==> src/rtl/inst_sequencer_pkg.sv <==
// Shared types for the 16-bit core instruction sequencer: register ids, ALU ops,
// sequencer states, the IR1 word layout and fetch-length helpers.
package inst_sequencer_pkg;

  typedef enum logic [3:0] {
    R_ZR   = 4'd0,
    R_IR1  = 4'd1,
    R_IR2  = 4'd2,
    R_IR3  = 4'd3,
    R_IP   = 4'd4,
    R_REGA = 4'd5,
    R_REGB = 4'd6,
    R_REGC = 4'd7,
    R_REGD = 4'd8,
    R_REGE = 4'd9,
    R_SP   = 4'd10,
    R_ADDR = 4'd11,
    R_MEM  = 4'd12,
    R_FLAG = 4'd13
  } reg_id_e;

  typedef enum logic [5:0] {
    ALU_MOV = 6'h00,
    ALU_INC = 6'h01,
    ALU_DEC = 6'h02,
    ALU_NOT = 6'h03,
    ALU_AND = 6'h08,
    ALU_OR  = 6'h09,
    ALU_ADD = 6'h0A,
    ALU_SUB = 6'h0B
  } alu_op_e;

  typedef enum logic [3:0] {
    IF1   = 4'd0,
    D1    = 4'd1,
    IF2   = 4'd2,
    D2    = 4'd3,
    IF3   = 4'd4,
    D3    = 4'd5,
    EXE   = 4'd6,
    EXEA  = 4'd7,
    RD    = 4'd8,
    WR    = 4'd9,
    PUSH1 = 4'd10,
    PUSH2 = 4'd11,
    POP1  = 4'd12,
    POP2  = 4'd13
  } inst_state_e;

  typedef enum logic [1:0] {
    CLS_ALU   = 2'd0,
    CLS_LOAD  = 2'd1,
    CLS_STORE = 2'd2,
    CLS_STACK = 2'd3
  } insn_cls_e;

  typedef struct packed {
    alu_op_e   op;
    insn_cls_e cls;
    reg_id_e   dst;
    reg_id_e   src;
  } insn1_t;

  function automatic logic needs_ir3(input insn1_t i);
    return (i.dst == R_IR3) || (i.src == R_IR3);
  endfunction

  function automatic logic needs_ir2(input insn1_t i);
    return (i.dst == R_IR2) || (i.src == R_IR2) || needs_ir3(i);
  endfunction

  function automatic logic is_mem_state(input inst_state_e s);
    return (s == IF1) || (s == IF2) || (s == IF3) || (s == RD) ||
           (s == WR) || (s == PUSH2) || (s == POP1);
  endfunction

  // First state of the class-specific tail once all fetch words are in.
  function automatic inst_state_e class_state(input insn1_t i);
    case (i.cls)
      CLS_ALU:             return EXE;
      CLS_LOAD, CLS_STORE: return EXEA;
      CLS_STACK:           return i.op[0] ? PUSH1 : POP1;
      default:             return IF1;
    endcase
  endfunction

endpackage

==> src/rtl/inst_sequencer_mem_wait_timer.sv <==
// Counts consecutive un-acknowledged memory-state cycles and flags the cycle in
// which the wait limit is reached. A WAIT_MAX of 0 never expires.
module inst_sequencer_mem_wait_timer #(
  parameter int unsigned WAIT_MAX = 0
) (
  input  logic clk,
  input  logic rst,
  input  logic active,
  input  logic ack,
  input  logic leave,
  output logic expired
);

  localparam int unsigned CW     = (WAIT_MAX > 1) ? $clog2(WAIT_MAX) : 1;
  localparam int unsigned LAST_I = (WAIT_MAX > 0) ? WAIT_MAX - 1 : 0;
  localparam logic [CW-1:0] LAST = CW'(LAST_I);
  localparam logic ENABLE = (WAIT_MAX > 0) ? 1'b1 : 1'b0;

  logic [CW-1:0] count_r;

  // Expiry is the WAIT_MAX-th un-acked cycle; an ack in that cycle wins.
  assign expired = ENABLE && active && !ack && (count_r == LAST);

  // Wait counter: restarts on ack, on leaving the state, or after expiry.
  always_ff @(posedge clk) begin
    if (rst) begin
      count_r <= '0;
    end else if (!active || ack || leave || expired) begin
      count_r <= '0;
    end else begin
      count_r <= count_r + {{(CW-1){1'b0}}, 1'b1};
    end
  end

endmodule

==> src/rtl/inst_sequencer.sv <==
// Main control FSM of the 16-bit core: fetches IR1..IR3 over a req/ack memory
// port and sequences ALU, load, store, push and pop datapath controls.
module inst_sequencer
  import inst_sequencer_pkg::*;
#(
  parameter int unsigned WAIT_MAX = 0
) (
  input  logic        clk,
  input  logic        rst,
  input  logic [15:0] mem_rdata,
  input  logic        mem_ack,
  output logic        mem_req,
  output logic        mem_we,
  output logic [3:0]  mem_addr_sel,
  output logic [5:0]  alu_op,
  output logic [3:0]  sel_a,
  output logic [3:0]  sel_b,
  output logic [3:0]  sel_dst,
  output logic        reg_we,
  output logic        flag_we,
  output logic [3:0]  state,
  output logic        insn_done,
  output logic        bus_err
);

  inst_state_e state_r, state_nom_s, state_next_s;
  insn1_t      ir1_r;
  logic        expired_s, leave_s;

  logic    req_s, we_s, rwe_s, fwe_s, done_s;
  reg_id_e addr_s, a_s, b_s, dst_s;
  alu_op_e op_s;

  logic    req_o, we_o, rwe_o, fwe_o, done_o, berr_o;
  reg_id_e addr_o, a_o, b_o, dst_o;
  alu_op_e op_o;

  inst_sequencer_mem_wait_timer #(.WAIT_MAX(WAIT_MAX)) u_mem_wait_timer (
    .clk     (clk),
    .rst     (rst),
    .active  (is_mem_state(state_r)),
    .ack     (mem_ack),
    .leave   (leave_s),
    .expired (expired_s)
  );

  assign leave_s = (state_nom_s != state_r);

  // Per-state controls and nominal next state, before timeout and reset override.
  always_comb begin
    state_nom_s = state_r;
    req_s  = 1'b0;
    we_s   = 1'b0;
    rwe_s  = 1'b0;
    fwe_s  = 1'b0;
    done_s = 1'b0;
    addr_s = R_IP;
    op_s   = ALU_MOV;
    a_s    = R_ZR;
    b_s    = R_ZR;
    dst_s  = R_ZR;
    case (state_r)
      IF1, IF2, IF3: begin
        req_s = 1'b1;
        a_s   = R_MEM;
        dst_s = (state_r == IF1) ? R_IR1 : ((state_r == IF2) ? R_IR2 : R_IR3);
        rwe_s = mem_ack;
        if (mem_ack) begin
          state_nom_s = (state_r == IF1) ? D1 : ((state_r == IF2) ? D2 : D3);
        end else begin
          state_nom_s = state_r;
        end
      end
      D1, D2, D3: begin
        op_s  = ALU_INC;
        a_s   = R_IP;
        dst_s = R_IP;
        rwe_s = 1'b1;
        if ((state_r == D1) && needs_ir2(ir1_r)) begin
          state_nom_s = IF2;
        end else if ((state_r == D2) && needs_ir3(ir1_r)) begin
          state_nom_s = IF3;
        end else begin
          state_nom_s = class_state(ir1_r);
        end
      end
      EXE: begin
        op_s   = ir1_r.op;
        a_s    = ir1_r.dst;
        b_s    = ir1_r.src;
        dst_s  = ir1_r.dst;
        rwe_s  = 1'b1;
        fwe_s  = 1'b1;
        done_s = 1'b1;
        state_nom_s = IF1;
      end
      EXEA: begin
        a_s   = (ir1_r.cls == CLS_LOAD) ? ir1_r.src : ir1_r.dst;
        dst_s = R_ADDR;
        rwe_s = 1'b1;
        state_nom_s = (ir1_r.cls == CLS_LOAD) ? RD : WR;
      end
      RD, POP1: begin
        req_s  = 1'b1;
        addr_s = (state_r == RD) ? R_ADDR : R_SP;
        a_s    = R_MEM;
        dst_s  = ir1_r.dst;
        rwe_s  = mem_ack;
        done_s = mem_ack && (state_r == RD);
        if (mem_ack) begin
          state_nom_s = (state_r == RD) ? IF1 : POP2;
        end else begin
          state_nom_s = state_r;
        end
      end
      WR, PUSH2: begin
        req_s  = 1'b1;
        we_s   = 1'b1;
        addr_s = (state_r == WR) ? R_ADDR : R_SP;
        a_s    = ir1_r.src;
        done_s = mem_ack;
        if (mem_ack) begin
          state_nom_s = IF1;
        end else begin
          state_nom_s = state_r;
        end
      end
      PUSH1: begin
        op_s  = ALU_DEC;
        a_s   = R_SP;
        dst_s = R_SP;
        rwe_s = 1'b1;
        state_nom_s = PUSH2;
      end
      POP2: begin
        op_s   = ALU_INC;
        a_s    = R_SP;
        dst_s  = R_SP;
        rwe_s  = 1'b1;
        done_s = 1'b1;
        state_nom_s = IF1;
      end
      default: begin
        state_nom_s = IF1;
      end
    endcase
  end

  // Reset forces defaults; a wait timeout aborts the instruction back to IF1.
  always_comb begin
    state_next_s = state_nom_s;
    req_o  = req_s;
    we_o   = we_s;
    rwe_o  = rwe_s;
    fwe_o  = fwe_s;
    done_o = done_s;
    berr_o = 1'b0;
    addr_o = addr_s;
    op_o   = op_s;
    a_o    = a_s;
    b_o    = b_s;
    dst_o  = dst_s;
    if (rst) begin
      state_next_s = IF1;
      req_o  = 1'b0;
      we_o   = 1'b0;
      rwe_o  = 1'b0;
      fwe_o  = 1'b0;
      done_o = 1'b0;
      addr_o = R_IP;
      op_o   = ALU_MOV;
      a_o    = R_ZR;
      b_o    = R_ZR;
      dst_o  = R_ZR;
    end else if (expired_s) begin
      state_next_s = IF1;
      berr_o = 1'b1;
      rwe_o  = 1'b0;
      done_o = 1'b0;
    end else begin
      state_next_s = state_nom_s;
    end
  end

  // State register and IR1 capture on the IF1 acknowledge.
  always_ff @(posedge clk) begin
    if (rst) begin
      state_r <= IF1;
      ir1_r   <= '0;
    end else begin
      state_r <= state_next_s;
      if ((state_r == IF1) && mem_ack) begin
        ir1_r <= insn1_t'(mem_rdata);
      end else begin
        ir1_r <= ir1_r;
      end
    end
  end

  assign mem_req      = req_o;
  assign mem_we       = we_o;
  assign mem_addr_sel = addr_o;
  assign alu_op       = op_o;
  assign sel_a        = a_o;
  assign sel_b        = b_o;
  assign sel_dst      = dst_o;
  assign reg_we       = rwe_o;
  assign flag_we      = fwe_o;
  assign state        = state_r;
  assign insn_done    = done_o;
  assign bus_err      = berr_o;

endmodule

==> config.mk <==
export PLATFORM = sky130hd
export DESIGN_NAME = inst_sequencer
export DESIGN_NICKNAME = d
export VERILOG_FILES = /design/src/rtl/inst_sequencer_pkg.sv /design/src/rtl/inst_sequencer_mem_wait_timer.sv /design/src/rtl/inst_sequencer.sv
export SDC_FILE = /design/constraint.sdc
export NUM_CORES = 1
export LEC_CHECK = 0
export CAP_MARGIN = 20
export CORE_ASPECT_RATIO = 1.5
export CORE_MARGIN = 2
export CORE_UTILIZATION = 42
export CTS_BUF_LIST = sky130_fd_sc_hd__clkbuf_4 sky130_fd_sc_hd__clkbuf_8 sky130_fd_sc_hd__clkbuf_16
export CTS_CLUSTER_DIAMETER = 30
export DETAILED_ROUTE_END_ITERATION = 12
export PLACE_DENSITY = 0.76
export SYNTH_ARGS = -nofsm -noshare
export SYNTH_HDL_FRONTEND = slang
export SYNTH_SLANG_ARGS = --single-unit
==> constraint.sdc <==
create_clock -name clk -period 1.7 [get_ports clk]
set_input_delay 0.34 -clock clk [delete_from_list [all_inputs] [get_ports clk]]
set_output_delay 0.34 -clock clk [all_outputs]
set_load 0.05 [all_outputs]
==> impl_metrics.yaml <==
sta:
  worst_path_setup_slack_after_routing_ps: -502
  timing.final.max_slew_violations: 0
  min_period_over_period: 1.30
  final_period_minus_worst_setup_slack_ps: 2200
  fin_tns_setup_ps: -7720
  final-setup-viol-count: 31
  rsz0062_at_grt: "true"
  skew_ps: 3.29
  whs_ps: 464
  clock.fmax_ghz: 0.454
  finalHoldViolCount: 0
pwr:
  power.total_uw: 5100
  power.static_leakage_uw: 0.00142
  max-vdd-ir-drop_uv: 1660
  power_density_nw_per_um2: 1440
layout:
  multi_input_area_um2: 1490
  finish.cell_count_without_fillers: 376
  layout_commonest_cell: "buf_4"
  layout.area.seq_um2: 418
  area_growth_pct: 118
  num-nets-final: 357
  fillCellCount: 77
  utilization: 0.961
  mostFrequentLayoutCells: "buf_4, nand2_1, buf_12, a21oi_1, buf_6"
  final_antenna_diode_count: 0
  drive_above_1_share: 0.550
cts:
  clockRootBuffer: "clkbuf_8"
  tritoncts.num_buffers: 3
  max-clock-path-buffers: 2
  htree_levels: 1
  clk_pin_slew_worst_paths_ps: 80
  cts_tree: "done"
  clock_latency_ps: 260
  clock_sink_count: 20
synth:
  synth_fp_nets: 253
  synth.ff_latch_count: 20
  fraction_of_the_yosys_area_taken_by_sequential_cells: 0.247
  synth_flop_cell: "dfxtp_1"
  yosysUniqueCellTypes: 54
  synth-edff-count: 0
  synthesis.area_per_instance_um2: 7.06
  syn_inst: 230
  async_flop_share: 0
  synthesis.area_um2: 1620
  ys.warnings.count: 0
drt:
  drt-wirelength-per-cell_um: 26.8
  postRouteAntennaNets: 0
  drt-pass1-iter-count: 7
  detail_route.drc_violations: 0
  drt_wl_total_um: 10100
  avg_vias_per_cell: 6.94
  drt_iter0_drc: 257
  vias: 2608
worst_setup_path:
  crit_family: "flip-flops"
  critical_path_class: "reg2out"
  timing.critical_path.fanout_max: 7
  slowest_delay_ps: 440
  crit_path_start_kind: "register"
  timing.critical_path.required_ps: 1360
  timing.critical_path.buf_inv: 2
  crit_slowest_cell: "dfxtp_4"
  endpoint_kind: "output port"
  crit_path_cell_trace: "clkinvlp_4 -> mux2i_1 -> nand3_1 -> a21oi_4 -> buf_12"
  worst-endpoint-arrival_ps: 1860
global_routing:
  first_global_vias: 2359
  grt_max_degree: 17
  globalRouteTotalUtil: 0.361
  number_of_antenna_violations_at_the_first_check_in_global_routing: 1
  grt_remaining_overflow: 0
  grt_first_pass_wirelength_um: 11600
floorplanning:
  initial_util: 0.441
  die_h_um: 80.2
  dieArea_um2: 4390
  die_width_um: 54.8
  top_level_ports: 51
  floorplan.rows: 27
  core-area_um2: 3680
flow_run:
  maxCapViolations: 0
placed_design:
  gp_routability_congestion: 0.921
  placed_instances: 343
  detailed_place_hpwl_um: 4420
  port_buffers: 49
outcome:
  outcome: "complete, but fails checks"
  violations_in_the_final_reports: "setup timing"
hold_path:
  min-delay-path-class: "reg2reg"
-- synth_stat cells (2+ instances only) --
cell type / count / area (um2)
nand3_1: 4 / 20.0
and2_1: 8 / 50.1
inv_1: 7 / 26.3
o22ai_1: 2 / 12.5
buf_4: 6 / 45.0
ha_1: 4 / 50.1
a32oi_1: 2 / 17.5
a211oi_1: 2 / 15.0
nor3_1: 5 / 25.0
nor2_1: 10 / 37.5
nor3b_1: 2 / 15.0
mux2i_1: 2 / 20.0
nor2b_1: 7 / 43.8
buf_6: 2 / 22.5
and4bb_1: 2 / 25.0
o22a_1: 2 / 17.5
clkbuf_1: 7 / 26.3
and3_1: 2 / 12.5
dfxtp_1: 20 / 400
o31ai_1: 3 / 22.5
a21o_1: 3 / 22.5
nand2b_1: 5 / 31.3
nand4_1: 2 / 12.5
o21ai_0: 14 / 70.1
nand2_1: 42 / 158
a21oi_1: 31 / 155
buf_2: 6 / 30.0
a31oi_1: 2 / 12.5
-- logic make-up after synthesis --
logic type | share of synthesized area
other | 0.00231
and+or+nand+nor | 0.326
AOI/OAI and AO/OA | 0.281
muxes | 0.0123
adders and majority gates | 0.0308
xor gates and xnor gates | 0.00539
buffers and inverters | 0.0955
DFF | 0.247
-- sequential cells by signal (all words and copies together), names as in the netlist --
signal  cells
state       4
ir1_r      16
-- area by class of cell --
type	count	area share
flip-flops and latches	20	0.118
multi-input cells	181	0.421
well taps	43	0.0152
repair buffers	121	0.416
clock buffers	4	0.0187
inverters	7	0.0106
-- power breakdown --
part	leakage [uW]	internal [uW]	switching (uW)
clock	0.0000339	255	166
combinational	0.00121	1790	2070
sequential	0.000167	606	211
-- per-layer routing --
layer | up-vias | global-route usage | wire length (um) | share of wire
li1 | 1010 | - | - | -
met1 | 1199 | 0.439 | 3220 | 0.32
met2 | 277 | 0.580 | 4800 | 0.48
met3 | 120 | 0.0465 | 1120 | 0.11
met4 | 2 | 0.213 | 937 | 0.093
met5 | - | 0 | 13 | 0.0013
-- stage by stage --
stage | setup slack [ps] | cell area [um2]
3_5_place_dp | -377 | 2910
2_1_floorplan | -674 | 1890
3_3_place_gp | -326 | 2910
5_1_grt | -539 | 3540
6_report | -502 | 3540
4_1_cts | -286 | 3310
-- what timing repair did --
action                                  4_1_cts  5_1_grt
pin swaps                                    16       23
resized for setup                            51       34
hold buffers                                  0        0
hold endpoints to repair                      0        0
cloned                                        1        0
buffers inserted                             16       14
endpoints found under the setup margin       28       34
-- tightest hold or removal path, delay by kind of cell (launching register included) --
family	cells	cell delay (ps)
compound gates	1	50
simple gates	1	50
flops	1	310
-- path summary, 6_finish.rpt --
| check | start | endpoint | slack, ps | depth (start not counted) |
|---|---|---|---|---|
| min reg2reg | ir1_r[13] | ir1_r[13] | 460 | 2 |
| max | state[3] | sel_dst[2] | -500 | 5 |
| max reg2reg | state[2] | state[2] | -210 | 8 |
| min | ir1_r[13] | ir1_r[13] | 460 | 2 |
No activity file was read; power rests on OpenSTA's default activity.
